### src/rtl/pipe_ctrl_pkg.sv
// Shared encodings for the pipeline control unit: opcodes, ALU commands, immediate
// and ALU-control selects, condition codes, flag bit positions and stage control records.
package pipe_ctrl_pkg;

    typedef enum logic [1:0] {
        OP_DP   = 2'b00,
        OP_MEM  = 2'b01,
        OP_BR   = 2'b10,
        OP_NONE = 2'b11
    } op_e;

    localparam logic [3:0] CMD_AND = 4'b0000;
    localparam logic [3:0] CMD_SUB = 4'b0010;
    localparam logic [3:0] CMD_ADD = 4'b0100;
    localparam logic [3:0] CMD_ORR = 4'b1100;

    localparam logic [1:0] IMM_ROT8 = 2'b00;
    localparam logic [1:0] IMM_12   = 2'b01;
    localparam logic [1:0] IMM_24   = 2'b10;

    localparam logic [1:0] ALU_ADD = 2'b00;
    localparam logic [1:0] ALU_SUB = 2'b01;
    localparam logic [1:0] ALU_AND = 2'b10;
    localparam logic [1:0] ALU_ORR = 2'b11;

    localparam logic [3:0] COND_EQ = 4'b0000;
    localparam logic [3:0] COND_NE = 4'b0001;
    localparam logic [3:0] COND_CS = 4'b0010;
    localparam logic [3:0] COND_CC = 4'b0011;
    localparam logic [3:0] COND_MI = 4'b0100;
    localparam logic [3:0] COND_PL = 4'b0101;
    localparam logic [3:0] COND_VS = 4'b0110;
    localparam logic [3:0] COND_VC = 4'b0111;
    localparam logic [3:0] COND_HI = 4'b1000;
    localparam logic [3:0] COND_LS = 4'b1001;
    localparam logic [3:0] COND_GE = 4'b1010;
    localparam logic [3:0] COND_LT = 4'b1011;
    localparam logic [3:0] COND_GT = 4'b1100;
    localparam logic [3:0] COND_LE = 4'b1101;
    localparam logic [3:0] COND_AL = 4'b1110;

    localparam int FLAG_N = 3;
    localparam int FLAG_Z = 2;
    localparam int FLAG_C = 1;
    localparam int FLAG_V = 0;

    // Control carried from Decode into Execute.
    typedef struct packed {
        logic       reg_w;
        logic       mem_w;
        logic       mem_to_reg;
        logic       branch;
        logic       alu_src;
        logic [1:0] alu_ctrl;
        logic [1:0] flag_w;
        logic       pc_src;
        logic [3:0] cond;
    } ctrl_e_t;

    // Control carried through Memory and Writeback, already condition-gated.
    typedef struct packed {
        logic reg_w;
        logic mem_w;
        logic mem_to_reg;
        logic pc_src;
    } ctrl_mw_t;

endpackage

### src/rtl/pipe_controller_cond_unit.sv
// NZCV flags register and ARM condition evaluation for the instruction in Execute.
// Flag writes are suppressed when the instruction fails its condition.
module cond_unit
    import pipe_ctrl_pkg::*;
(
    input  logic       clk,
    input  logic       rst_n,
    input  logic [3:0] cond,
    input  logic [3:0] alu_flags,
    input  logic [1:0] flag_w,
    output logic       cond_ex
);

    logic [3:0] flags;
    logic       n_f, z_f, c_f, v_f;

    assign n_f = flags[FLAG_N];
    assign z_f = flags[FLAG_Z];
    assign c_f = flags[FLAG_C];
    assign v_f = flags[FLAG_V];

    always_comb begin
        cond_ex = 1'b0;
        case (cond)
            COND_EQ: cond_ex = z_f;
            COND_NE: cond_ex = ~z_f;
            COND_CS: cond_ex = c_f;
            COND_CC: cond_ex = ~c_f;
            COND_MI: cond_ex = n_f;
            COND_PL: cond_ex = ~n_f;
            COND_VS: cond_ex = v_f;
            COND_VC: cond_ex = ~v_f;
            COND_HI: cond_ex = c_f & ~z_f;
            COND_LS: cond_ex = ~c_f | z_f;
            COND_GE: cond_ex = (n_f == v_f);
            COND_LT: cond_ex = (n_f != v_f);
            COND_GT: cond_ex = ~z_f & (n_f == v_f);
            COND_LE: cond_ex = z_f | (n_f != v_f);
            COND_AL: cond_ex = 1'b1;
            default: cond_ex = 1'b0;
        endcase
    end

    // The following instruction sees the new flags; there is no same-cycle bypass.
    always_ff @(posedge clk or negedge rst_n) begin
        if (!rst_n) begin
            flags <= '0;
        end else begin
            if (flag_w[1] & cond_ex) begin
                flags[FLAG_N] <= alu_flags[FLAG_N];
                flags[FLAG_Z] <= alu_flags[FLAG_Z];
            end
            if (flag_w[0] & cond_ex) begin
                flags[FLAG_C] <= alu_flags[FLAG_C];
                flags[FLAG_V] <= alu_flags[FLAG_V];
            end
        end
    end

endmodule

### config.mk
export PLATFORM = sky130hd
export DESIGN_NAME = cond_unit
export DESIGN_NICKNAME = d
export VERILOG_FILES = /design/src/rtl/pipe_ctrl_pkg.sv /design/src/rtl/pipe_controller_cond_unit.sv
export SDC_FILE = /design/constraint.sdc
export NUM_CORES = 1
export LEC_CHECK = 0
export ABC_AREA = 1
export CAP_MARGIN = 5
export CORE_AREA = 2 2 39 41
export DETAILED_ROUTE_END_ITERATION = 7
export DIE_AREA = 0 0 41 43
export GPL_ROUTABILITY_DRIVEN = 0
export PLACE_DENSITY = 0.55
export SYNTH_ARGS = -nofsm -noshare
export SYNTH_HDL_FRONTEND = slang
export SYNTH_SLANG_ARGS = --single-unit
### constraint.sdc
create_clock -name clk -period 1.64 [get_ports clk]
set_clock_uncertainty 0.05 [all_clocks]
set_input_delay 0.328 -clock clk [delete_from_list [all_inputs] [get_ports clk]]
set_output_delay 0.328 -clock clk [all_outputs]
set_load 0.01 [all_outputs]
==> impl_metrics.csv, run 1 <==
group,metric,value,unit
status,status,"finished with violations",
status,violations,"negative setup slack",
clocking,root_buffer,"clkbuf_4",
global_route,grt.overflow.total,0,
synth,syn_nets,85,
clocking,cts_buffer_depth,2,
sta,worst_slew_pin_slew,193.4,ps
route,vias,507,
sta,final.setup.tns,-41.99,ps
synth,synth_top_area_frac,0.2857,
clocking,cts.clk_slew.worst_paths,30,ps
global_route,grt_usage,0.1339,
route,drc,0,
floorplan,ios,13,
sta,holdWs,254.2,ps
worst_hold_path,min_path_type,"in2async",
route,avgRoutedWirePerCell,8.540,um
power_and_ir_drop,switching_share,0.3951,
floorplan,initial_core_util,0.2848,
power_and_ir_drop,comb_power_share,0.575,
global_route,grt_pass1_wl,1628,um
power_and_ir_drop,p_clk_frac,0.157,
setup_path,cp_max_fo,4,
synth,avgSynthCellArea,5.399,um^2
sta,setup_ws,-41.99,ps
sta,maxSlewHeadroom,0.8706,
floorplan,num_rows,14,
sta,setup_viol,1,
setup_path,rr_worst_depth,11,
flow_run,maxCapViolCount,0,
floorplan,die_y,43,um
global_route,first_global_vias,466,
setup_path,startpoint,"flags[0]",
clocking,htreeDepth,1,
floorplan,dieArea,1763,um^2
synth,synth_warnings,0,
setup_path,start_kind,"flip-flop",
floorplan,dieWidth,41,um
sta,hold_violations,0,
cells_and_area,final.fill_count,154,
cells_and_area,antenna_cells,0,
clocking,cts_tree,"yes",
cells_and_area,area_delta_synth_final,62.86,%
setup_path,cp.arrival,1300,ps
sta,clock.fmax,594.5,MHz
route,firstDrtPassIters,4,
sta,fin_crit,1682,ps
clocking,cts_hold_buf,0,
synth,ys_seq_area_frac,0.2540,
route,drtAntennaViolNets,0,
setup_path,crit_path_end_kind,"output port",
power_and_ir_drop,p_sw,0.2952,mW
clocking,numCtsBuffers,3,
route,post_drt_via_cell_ratio,4.487,
synth,syn_area,394.1,um^2
synth,synth-seq-cells,4,
setup_path,critical_path_class,"reg2out",
synth,yosys.area.top_type,"nand2_1",
power_and_ir_drop,ir_drop,604.1,uV
clocking,numClockSinks,4,
synth,synth_cells,73,
clocking,clock_latency,230,ps
global_route,antenna_found_initial,0,
cells_and_area,drive_gt1_frac,0.2680,
cells_and_area,top_regs,"flags (4)",
setup_path,crit_required,1260,ps
cells_and_area,layout.nets,111,
power_and_ir_drop,p_int,0.4519,mW
sta,rsz0062_at_grt,"yes",
sta,min_period_over_period,1.026,
power_and_ir_drop,report.power.total,0.7471,mW
synth,synth_area_leaders,"nand2_1, dfrtp_1, nand3_1",
power_and_ir_drop,p_seq_frac,0.268,
power_and_ir_drop,power.leakage,0.3520,nW
power_and_ir_drop,powerDensity,1164,nW/um^2
route,drt_iter0_markers,4,
sta,drv_slew,0,
cells_and_area,top_register,"flags",
placed_design,hpwl,804.4,um
route,wirelength,965,um
cells_and_area,utilization,0.4638,
global_route,grt_start_max_net_pins,8,
placed_design,dp_slack,-785.9,ps
cells_and_area,largest_reg_flops,4,
placed_design,port_buffers,12,
floorplan,core_area,1384,um^2
synth,yosysUniqueCellTypes,10,
setup_path,rr_startpoint,"flags[0]",
## critical path: stages (launching register included)
cell and delay (ps):
dfrtp_1 400, inv_2 80, nand2_1 70, nand3_1 80
nand2_1 50, nand2_1 50, nand2_1 60, nor2_2 90
nand2_2 70, buf_6 120
## layout by cell type, fill, tap and decap left out
cell	count
clkdlybuf4s15_1	1
clkdlybuf4s50_1	7
nor2_1	6
clkbuf_4	3
dfrtp_1	4
nand3_2	1
nand2_1	29
buf_6	1
a21oi_1	2
nand3_1	13
nand2_2	4
inv_2	2
buf_4	9
nor3_1	1
inv_1	7
clkdlybuf4s15_2	3
nand3b_1	1
nor2_2	3
## cell families after synthesis
| group | count (synthesis) | synth area share |
|---|---|---|
| buffers and inverters | 9 | 0.08571 |
| AND/OR/NAND/NOR | 58 | 0.6349 |
| flip-flops | 4 | 0.2540 |
| AO/OA/AOI/OAI | 2 | 0.02540 |
## metrics by stage
stage	instance area (um^2)	std cells
5_1_grt	641.9	113
3_3_place_gp	594.3	109
2_1_floorplan	394.1	73
3_5_place_dp	594.3	109
6_report	641.9	113
4_1_cts	639.4	113
## cell type report
| type | instances | area [um^2] | share of cell area |
|---|---|---|---|
| clock buffers | 3 | 22.52 | 0.03509 |
| flip-flops and latches | 4 | 100.1 | 0.1559 |
| repair buffers | 21 | 192.7 | 0.3002 |
| multi-input cells | 60 | 272.8 | 0.4250 |
| well taps | 16 | 20.02 | 0.03119 |
| inverters | 9 | 33.78 | 0.05263 |
## power by group through the flow
stage          combinational (mW)  clock (mW)  sequential [mW]
3_5_place_dp                0.390           0            0.202
4_1_cts                     0.425       0.126            0.201
6_report                    0.430       0.117            0.200
5_1_grt                     0.485       0.133            0.209
3_3_place_gp                0.392           0            0.203
2_1_floorplan               0.209           0            0.193
## metal layers
metal  track usage  vias to the layer above  wire length [um]
li1              -                      280                 -
met1        0.1558                      216               415
met2        0.2188                       11               512
met3       0.01571                        0                37
met4       0.08000                        0                 0
met5             0                        -                 0
## final timing paths
kind,end,slack (ps)
hold / removal,flags[0],250
min in group clk,flags[1],580
setup / recovery,cond_ex,-40
max in group asynchronous,flags[1],1120
setup reg to reg,flags[3],250
hold reg to reg,flags[1],580
## synth_stat cells
library cell	instances
nand3_1	14
nor2_2	1
dfrtp_1	4
nand3b_1	1
nand2_2	3
a21oi_1	2
nor2_1	8
nor3_1	1
nand2_1	30
inv_1	9
## timing repair
item	CTS	global route
buffers inserted	1	0
gates resized for setup	21	1
cloned	0	0
setup endpoints to repair	5	1
(Power assumes the default switching activity.)
==> inputs of run 2 (changes only) <==
Settings changed: CTS_BUF_LIST from default to sky130_fd_sc_hd__clkbuf_16, SKIP_CTS_REPAIR_TIMING from default to 1.
==> run 2 against run 1 <==
  * The flow still finishes with violations (negative setup slack)
  * Count of clock-buffer cells in the layout unchanged
  * Routed wire length up 5.3%
  * Critical path depth unchanged
  * Worst setup slack worse by 17 ps
  * Sequential share of layout area down 1.3 points
  * Largest cell class unchanged
==> impl_metrics.csv, run 2 (same netlist as run 1, synthesis figures left out) <==
group,metric,value,unit
clocking,cts_tree,"yes",
sta,min_period_over_period,1.036,
route,post_drt_via_cell_ratio,4.522,
floorplan,ios,13,
floorplan,die_y,43,um
power_and_ir_drop,switching_share,0.3249,
worst_hold_path,min_path_type,"in2async",
status,status,"finished with violations",
setup_path,crit_required,1260,ps
global_route,grt.overflow.total,0,
cells_and_area,top_regs,"flags (4)",
power_and_ir_drop,p_clk_frac,0.373,
floorplan,initial_core_util,0.2848,
setup_path,cp_common_cell,"nand2_1",
power_and_ir_drop,p_seq_frac,0.198,
sta,worst_slew_pin_slew,260.0,ps
floorplan,dieArea,1763,um^2
sta,hold_violations,0,
clocking,clock_latency,220,ps
global_route,grt_usage,0.1380,
route,vias,511,
setup_path,cp.arrival,1320,ps
setup_path,critical_path_class,"reg2out",
cells_and_area,seqCellArea,100.1,um^2
route,drt_iter0_markers,4,
clocking,numCtsBuffers,3,
global_route,antenna_found_initial,0,
cells_and_area,multi_input_area,272.8,um^2
cells_and_area,top_register,"flags",
status,violations,"negative setup slack",
global_route,grt_pass1_wl,1649,um
placed_design,dp.cells,109,
sta,rsz0062_at_grt,"yes",
route,firstDrtPassIters,4,
clocking,htreeDepth,1,
sta,drv_slew,0,
sta,setup_ws,-58.83,ps
floorplan,core_area,1384,um^2
power_and_ir_drop,p_sw,0.3284,mW
power_and_ir_drop,p_int,0.6824,mW
setup_path,cpPeakStageDelay,400,ps
clocking,cts_buffer_depth,2,
sta,holdWs,264.7,ps
setup_path,cp_max_fo,4,
clocking,root_buffer,"clkbuf_16",
global_route,grt_start_max_net_pins,8,
sta,clock.fmax,588.6,MHz
floorplan,dieWidth,41,um
cells_and_area,layout_common_cells,"nand2_1, nand3_1, buf_4, inv_1, clkdlybuf4s50_1",
power_and_ir_drop,ir_drop,869.0,uV
power_and_ir_drop,power.leakage,0.4085,nW
cells_and_area,layout.nets,111,
route,drtAntennaViolNets,0,
flow_run,maxCapViolCount,0,
cells_and_area,area_delta_synth_final,77.78,%
setup_path,path_cells,"inv_2 -> nand2_1 -> nand3_1 -> nand2_1 -> nand2_1 -> nand2_1 -> nor2_2 -> nand2_2 -> buf_6",
placed_design,hpwl,804.4,um
clocking,cts.clk_slew.worst_paths,30,ps
setup_path,start_kind,"flip-flop",
route,avgRoutedWirePerCell,8.991,um
power_and_ir_drop,report.power.total,1.011,mW
power_and_ir_drop,comb_power_share,0.429,
global_route,first_global_vias,471,
cells_and_area,final.fill_count,146,
sta,setup_viol,1,
power_and_ir_drop,powerDensity,1443,nW/um^2
floorplan,num_rows,14,
cells_and_area,largest_reg_flops,4,
cells_and_area,antenna_cells,0,
sta,maxSlewHeadroom,0.8264,
setup_path,slowest_stage,"dfrtp_1",
route,wirelength,1016,um
clocking,numClockSinks,4,
route,drc,0,
setup_path,crit_path_end_kind,"output port",
cells_and_area,finalNonFillerCells,113,
placed_design,port_buffers,12,
sta,fin_crit,1699,ps
cells_and_area,final_common_cell,"nand2_1",
cells_and_area,drive_gt1_frac,0.2371,
==> run 2: layout make-up <==
class	count	area share
Multi-Input combinational cell	60	0.3893
Timing Repair Buffer	21	0.2839
Sequential cell	4	0.1429
Clock buffer	3	0.1071
Inverter	9	0.04821
Tap cell	16	0.02857
==> run 2: path summary, 6_finish.rpt <==
path / from / cells past startpoint / to / slack, ps
setup / recovery: flags[0] / 9 / cond_ex / -60
hold / removal: rst_n / 1 / flags[2] / 260
setup reg to reg: flags[0] / 11 / flags[3] / 220
hold reg to reg: flags[2] / 3 / flags[2] / 580
max in group asynchronous: rst_n / 1 / flags[3] / 1100
min in group clk: flags[2] / 3 / flags[2] / 580
==> run 2: power by group through the flow <==
stage / Clock (mW) / Combinational, mW / Sequential, mW
after floorplan: 0 / 0.209 / 0.193
after global placement: 0 / 0.392 / 0.203
after detailed placement: 0 / 0.390 / 0.202
after CTS: 0.380 / 0.393 / 0.202
after global routing: 0.388 / 0.489 / 0.210
final: 0.377 / 0.434 / 0.201
==> run 2: through the flow <==
stage / utilization / setup WS (ps) / cell area (um^2) / setup TNS (ps)
global placement: 0.4295 / -802.3 / 594.3 / -2185
CTS: 0.4837 / -790.4 / 669.4 / -1214
detailed placement: 0.4295 / -785.9 / 594.3 / -2126
global route: 0.5063 / -164.3 / 700.7 / -164.3
finish: 0.5063 / -58.83 / 700.7 / -58.83
floorplan: - / 312.5 / 394.1 / 0
==> run 2: critical path, delay by kind of cell, from the launching register on <==
kind / cells / cell delay [ps]
AND/OR/NAND/NOR: 7 / 490
flip-flops: 1 / 400
buffers and inverters: 2 / 210
==> run 2: routing by layer <==
layer,wire length [um],part of all wire,global-route usage,vias up
li1,-,-,-,278
met1,423,0.42,0.1558,216
met2,531,0.52,0.2219,15
met3,46,0.045,0.01571,2
met4,14,0.014,0.1000,0
met5,0,0,0,-
